[src/rtl/data_stack_if.sv]
// Operation and observation signals of the data stack.
// master issues stack ops; slave is the stack itself.
interface data_stack_if #(
   parameter int unsigned PTR_W = 4
);
   logic [2:0]     stackOP;
   logic [15:0]    stackWriteData;
   logic [15:0]    top;
   logic [15:0]    next;
   logic [PTR_W:0] depth;
   logic           empty;
   logic           full;
   logic           overflow;
   logic           underflow;

   modport master (
      output stackOP, stackWriteData,
      input  top, next, depth, empty, full, overflow, underflow
   );

   modport slave (
      input  stackOP, stackWriteData,
      output top, next, depth, empty, full, overflow, underflow
   );
endinterface

[src/rtl/data_stack.sv]
// Data stack with one op per cycle: top/next live in registers, deeper entries
// in an async-read array addressed by depth-3. Illegal ops leave state untouched.
module data_stack #(
   parameter int unsigned DEPTH = 16,
   parameter int unsigned PTR_W = 4
) (
   input logic        CLK,
   input logic        reset,
   data_stack_if.slave bus
);
   localparam int unsigned CW      = PTR_W + 1;
   localparam logic [CW-1:0] DEPTH_C = CW'(DEPTH);

   localparam logic [2:0] OP_NOP     = 3'b000;
   localparam logic [2:0] OP_PUSH    = 3'b001;
   localparam logic [2:0] OP_POP     = 3'b010;
   localparam logic [2:0] OP_REPLACE = 3'b011;
   localparam logic [2:0] OP_POP2    = 3'b100;
   localparam logic [2:0] OP_BINOP   = 3'b101;
   localparam logic [2:0] OP_DUP     = 3'b110;
   localparam logic [2:0] OP_SWAP    = 3'b111;

   logic [15:0]   top_q, top_d;
   logic [15:0]   next_q, next_d;
   logic [CW-1:0] depth_q, depth_d;
   logic          empty_q, empty_d;
   logic          full_q, full_d;
   logic          overflow_q, overflow_d;
   logic          underflow_q, underflow_d;

   // Array is sized to a power of two so the pointer indexes it exactly;
   // only entries 0..DEPTH-3 are ever written.
   logic [15:0]    mem_q [DEPTH];
   logic           mem_we;
   logic [PTR_W-1:0] mem_wa;
   logic [15:0]    mem_wd;

   logic        has1, has2, has3, has4, is_full;
   logic [15:0] below1, below2;

   assign has1    = depth_q != '0;
   assign has2    = depth_q >= CW'(2);
   assign has3    = depth_q >= CW'(3);
   assign has4    = depth_q >= CW'(4);
   assign is_full = depth_q == DEPTH_C;

   // Entries under next, forced to zero when they are beyond the current depth.
   assign below1 = has3 ? mem_q[PTR_W'(depth_q - CW'(3))] : '0;
   assign below2 = has4 ? mem_q[PTR_W'(depth_q - CW'(4))] : '0;

   always_comb begin
      top_d       = top_q;
      next_d      = next_q;
      depth_d     = depth_q;
      overflow_d  = overflow_q;
      underflow_d = underflow_q;
      mem_we      = 1'b0;
      mem_wa      = PTR_W'(depth_q - CW'(2));
      mem_wd      = next_q;

      case (bus.stackOP)
         OP_NOP: ;
         OP_PUSH, OP_DUP: begin
            if (bus.stackOP == OP_DUP && !has1) begin
               underflow_d = 1'b1;
            end else if (is_full) begin
               overflow_d = 1'b1;
            end else begin
               mem_we  = has2;
               next_d  = top_q;
               top_d   = (bus.stackOP == OP_DUP) ? top_q : bus.stackWriteData;
               depth_d = depth_q + CW'(1);
            end
         end
         OP_POP: begin
            if (!has1) begin
               underflow_d = 1'b1;
            end else begin
               top_d   = next_q;
               next_d  = below1;
               depth_d = depth_q - CW'(1);
            end
         end
         OP_REPLACE: begin
            if (!has1) underflow_d = 1'b1;
            else       top_d       = bus.stackWriteData;
         end
         OP_POP2: begin
            if (!has2) begin
               underflow_d = 1'b1;
            end else begin
               top_d   = below1;
               next_d  = below2;
               depth_d = depth_q - CW'(2);
            end
         end
         OP_BINOP: begin
            if (!has2) begin
               underflow_d = 1'b1;
            end else begin
               top_d   = bus.stackWriteData;
               next_d  = below1;
               depth_d = depth_q - CW'(1);
            end
         end
         OP_SWAP: begin
            if (!has2) begin
               underflow_d = 1'b1;
            end else begin
               top_d  = next_q;
               next_d = top_q;
            end
         end
         default: ;
      endcase

      empty_d = depth_d == '0;
      full_d  = depth_d == DEPTH_C;
   end

   always_ff @(posedge CLK or posedge reset) begin
      if (reset) begin
         top_q       <= '0;
         next_q      <= '0;
         depth_q     <= '0;
         empty_q     <= 1'b1;
         full_q      <= 1'b0;
         overflow_q  <= 1'b0;
         underflow_q <= 1'b0;
      end else begin
         top_q       <= top_d;
         next_q      <= next_d;
         depth_q     <= depth_d;
         empty_q     <= empty_d;
         full_q      <= full_d;
         overflow_q  <= overflow_d;
         underflow_q <= underflow_d;
      end
   end

   always_ff @(posedge CLK) begin
      if (mem_we) mem_q[mem_wa] <= mem_wd;
   end

   assign bus.top       = top_q;
   assign bus.next      = next_q;
   assign bus.depth     = depth_q;
   assign bus.empty     = empty_q;
   assign bus.full      = full_q;
   assign bus.overflow  = overflow_q;
   assign bus.underflow = underflow_q;
endmodule

[src/flat_wrapper.sv]
// flat-port wrapper written by rule: the top's interface ports become plain ports
module data_stack_flat 
#(
   parameter int unsigned DEPTH = 16,
   parameter int unsigned PTR_W = 4
)
  (CLK, reset, bus_stackOP, bus_stackWriteData, bus_top, bus_next, bus_depth, bus_empty, bus_full, bus_overflow, bus_underflow);
  data_stack_if #(.PTR_W(PTR_W)) bus_i ();
  input logic CLK;
  input logic reset;
  input wire logic [$bits(bus_i.stackOP)-1:0] bus_stackOP;
  input wire logic [$bits(bus_i.stackWriteData)-1:0] bus_stackWriteData;
  output wire logic [$bits(bus_i.top)-1:0] bus_top;
  output wire logic [$bits(bus_i.next)-1:0] bus_next;
  output wire logic [$bits(bus_i.depth)-1:0] bus_depth;
  output wire logic [$bits(bus_i.empty)-1:0] bus_empty;
  output wire logic [$bits(bus_i.full)-1:0] bus_full;
  output wire logic [$bits(bus_i.overflow)-1:0] bus_overflow;
  output wire logic [$bits(bus_i.underflow)-1:0] bus_underflow;
  assign bus_i.stackOP = bus_stackOP;
  assign bus_i.stackWriteData = bus_stackWriteData;
  assign bus_top = bus_i.top;
  assign bus_next = bus_i.next;
  assign bus_depth = bus_i.depth;
  assign bus_empty = bus_i.empty;
  assign bus_full = bus_i.full;
  assign bus_overflow = bus_i.overflow;
  assign bus_underflow = bus_i.underflow;
  data_stack #(.DEPTH(DEPTH), .PTR_W(PTR_W)) u_core (.CLK(CLK), .reset(reset), .bus(bus_i));
endmodule
[config.mk]
export PLATFORM = sky130hd
export DESIGN_NAME = data_stack_flat
export DESIGN_NICKNAME = d
export VERILOG_FILES = /design/src/rtl/data_stack_if.sv /design/src/rtl/data_stack.sv /design/src/flat_wrapper.sv
export SDC_FILE = /design/constraint.sdc
export NUM_CORES = 1
export LEC_CHECK = 0
export BUFFER_PORTS_ARGS = -buffer_cell sky130_fd_sc_hd__buf_2
export CAP_MARGIN = 20
export CELL_PAD_IN_SITES_DETAIL_PLACEMENT = 1
export CELL_PAD_IN_SITES_GLOBAL_PLACEMENT = 2
export CORE_ASPECT_RATIO = 0.7
export CORE_MARGIN = 2
export CORE_UTILIZATION = 49
export CTS_BUF_LIST = sky130_fd_sc_hd__clkbuf_2
export DETAILED_ROUTE_END_ITERATION = 8
export GPL_ROUTABILITY_DRIVEN = 1
export PLACE_DENSITY = 0.81
export SYNTH_ARGS = -nofsm -noshare
export SYNTH_HDL_FRONTEND = slang
export SYNTH_SLANG_ARGS = --single-unit
[constraint.sdc]
create_clock -name CLK -period 3.56 [get_ports CLK]
set_input_delay 0.356 -clock CLK [delete_from_list [all_inputs] [get_ports CLK]]
set_output_delay 0.356 -clock CLK [all_outputs]
set_load 0.01 [all_outputs]
==> reports/qor.txt <==
Pleak - 5.71 nW
Distinct cells, synth - 65
clock-pin slew on the worst setup and hold paths - 0.10 ns
core area - 29,800 um2
Post-Syn Area per Cell - 17.5 um2
Setup WS pre-CTS - 0.387 ns
RePlAce Congestion - 0.811
CP required - 4.28 ns
grt total ovfl - 0
Worst Clk Skew - 0.0545 ns
CTS tree - done
DRC Markers - 0
critical setup path kind - reg2reg
Die Y - 149 um
clk sinks - 297
initial core utilization - 49.4%
I/O pin cnt - 62
Root Buffer - clkbuf_2
Area Overhead vs Synth - 11.9%
worst-margin pin slew - 1.00 ns
Worst Path Max Fanout - 137
final hold violations - 0
number of synthesized flops with an enable pin - 256
top_reg_cell synth - edfxtp_1
largest net degree at the start of global routing - 138
status - completed
initial antenna violation count - 3
maxcap violations - 0
Final Non-Filler Cells - 1,427
Seq. cell area - 8720 um2
slowest library cell on the worst path - buf_12
cell mode on critical path - nand3_1
DPL Wire Length - 27,400 um
PnR worst setup slack - 0.384 ns
RSZ-0062 raised after global routing - no
num rows - 53
endpoint type of the worst setup path - flop
Routed Antenna Nets - 0
total wire length - 43,400 um
Setup TNS Final - 0 ns
syn_nets - 872
Slew HR - 33.0%
via count - 9,256
CP Launch Type - flop
synthesized cell area - 14,700 um2
Num CTS Buffers - 73
achievable frequency - 315 MHz
fin crit period - 3.18 ns
Max Slew Vio Count - 0
first-pass GRT wire length - 63,800 um
post-cts sizing count - 0
CP Cell Sequence - buf_12, nand2b_1, nand3_1, nand3_1, nand2_1, nor2_1, a21oi_1
fin nets - 1,015
Critical Path Max Stage Delay - 0.63 ns
GRT Total Usage - 28.5%
pwr dens - 898 nW/um2
post-synthesis sequential area ratio - 59.3%
Pwr Total - 14.8 mW
CTS H-Tree Depth - 3
Worst EP arrival - 3.89 ns
min-delay worst type - in2reg
DR iter-0 viols - 930
period utilization - 89.2%
Pre-Repair DR Iteration Count - 5
share of cells above drive strength 1 - 39.4%
Multi-input gate area - 5560 um2
asr flop ratio synth - 13.8%
#FFs+latches synth - 297
Final setup viols - 0
fillers - 2,756
clk buf depth - 3
Syn Inst Count - 838
DIE AREA - 31,400 um2
peak supply drop - 0.489 mV
Die Wd - 211 um
placed insts - 1,273
Yosys warnings - 0
Avg Vias per Cell - 6.49
PortBufs - 61
Routed wire per std cell - 30.4 um
vias in the first global route - 9,706
Skew-Pair Late Insertion Delay - 0.89 ns
-- per-stage QoR --
step                hold WS (ns)  util [%]  cell area, um2
finish                    0.0904      55.2           16400
global route              0.0333      55.2           16400
CTS                      0.00193      55.1           16400
detailed placement         0.481      52.2           15500
global placement           0.471      52.2           15500
floorplan                  0.510         -           14700
-- report_power, final --
part | leakage [nW] | switching, mW | total, mW | internal, mW
Clock | 0.542 | 1.43 | 2.45 | 1.02
Combinational | 2.41 | 3.58 | 6.92 | 3.34
Sequential | 2.76 | 0.749 | 5.40 | 4.65
Total | 5.71 | 5.76 | 14.8 | 9.01
-- final cells by class --
cell class                      instances  share of cell area (%)
Clock inverter                         28                    1.14
Clock buffer                          106                    3.23
Sequential cell                       297                    53.0
Timing Repair Buffer                  129                    5.60
Multi-Input combinational cell        472                    33.8
Antenna cell                            2                  0.0304
Tap cell                              385                    2.93
Inverter                                8                   0.183
-- cell usage after synthesis (7+ instances only) --
library cell  instances  area, um2
a211oi_1             17        128
a21oi_1              39        195
a221oi_2             13        195
and3_1               14       87.6
buf_1                 9       33.8
buf_12                7        140
buf_2                20        100
clkbuf_1             13       48.8
dfrtp_1              40       1000
edfxtp_1            256       7690
ha_1                 13        163
inv_1                 7       26.3
mux2i_1              34        340
mux4_1               10        263
mux4_2              134       3020
nand2_1              41        154
nor2_1               55        206
o22ai_1              18        113
-- cells in the final DEF (no fill, tap or decap), drive strengths merged, types with 3 or more instances in the layout --
cell type / count
edfxtp: 256
mux4: 144
buf: 112
clkbuf: 106
nor2: 56
nand2: 41
a21oi: 40
dfrtp: 40
mux2i: 34
clkinv: 20
o22ai: 18
and3: 18
a211oi: 17
dlygate4sd3: 17
a221oi: 16
ha: 13
inv: 13
o21ai: 8
xnor2: 7
nand2b: 6
nand3: 6
nor2b: 4
nor3: 4
and2: 4
nor3b: 3
a22oi: 3
a31oi: 3
bufinv: 3
-- worst paths after layout --
path	startpoint	end	slack, ns	depth (start not counted)
max	u_core.bus.depth[0]	u_core.bus.next[10]	0.38	7
min	bus_stackOP[0]	u_core.bus.overflow	0.09	3
max reg2reg	u_core.bus.depth[0]	u_core.bus.next[10]	0.38	7
min reg2reg	u_core.bus.overflow	u_core.bus.overflow	0.51	1
max in group asynchronous	reset	u_core.bus.empty	2.52	5
min in group asynchronous	reset	u_core.bus.next[2]	0.46	4
-- state kept, by name (all words and copies together) (netlist names) --
name                  cells
u_core.bus.overflow       1
u_core.bus.depth          5
u_core.bus.empty          1
u_core.bus.next          16
u_core.bus.full           1
u_core.bus.top           16
u_core.bus.underflow      1
u_core.mem_q            256
-- per-layer routing --
metal	part of all wire, %	vias up	global-route usage, %
li1	-	3821	-
met1	43	4866	40.1
met2	45	475	42.8
met3	9.0	94	8.32
met4	2.8	0	9.75
met5	0	-	0
-- critical path, delay by kind of cell (launching register included) --
family,cells,cell delay [ns]
compound gates,1,0.07
buf+inv,1,0.63
flops,1,0.44
simple gates,5,1.80
-- logic make-up after synthesis --
logic type,Yosys count,share of synthesized area (%)
mux,179,24.7
xor+xnor,9,0.715
buf+inv,69,3.23
simple gates,152,5.03
flops,297,59.3
compound gates,119,5.91
fa+ha+maj,13,1.11
-- timing repair --
item	4_1_cts	5_1_grt
hold endpoints to repair	55	6
hold buffers	16	1
setup buffers	0	0
(Power assumes the default switching activity.)
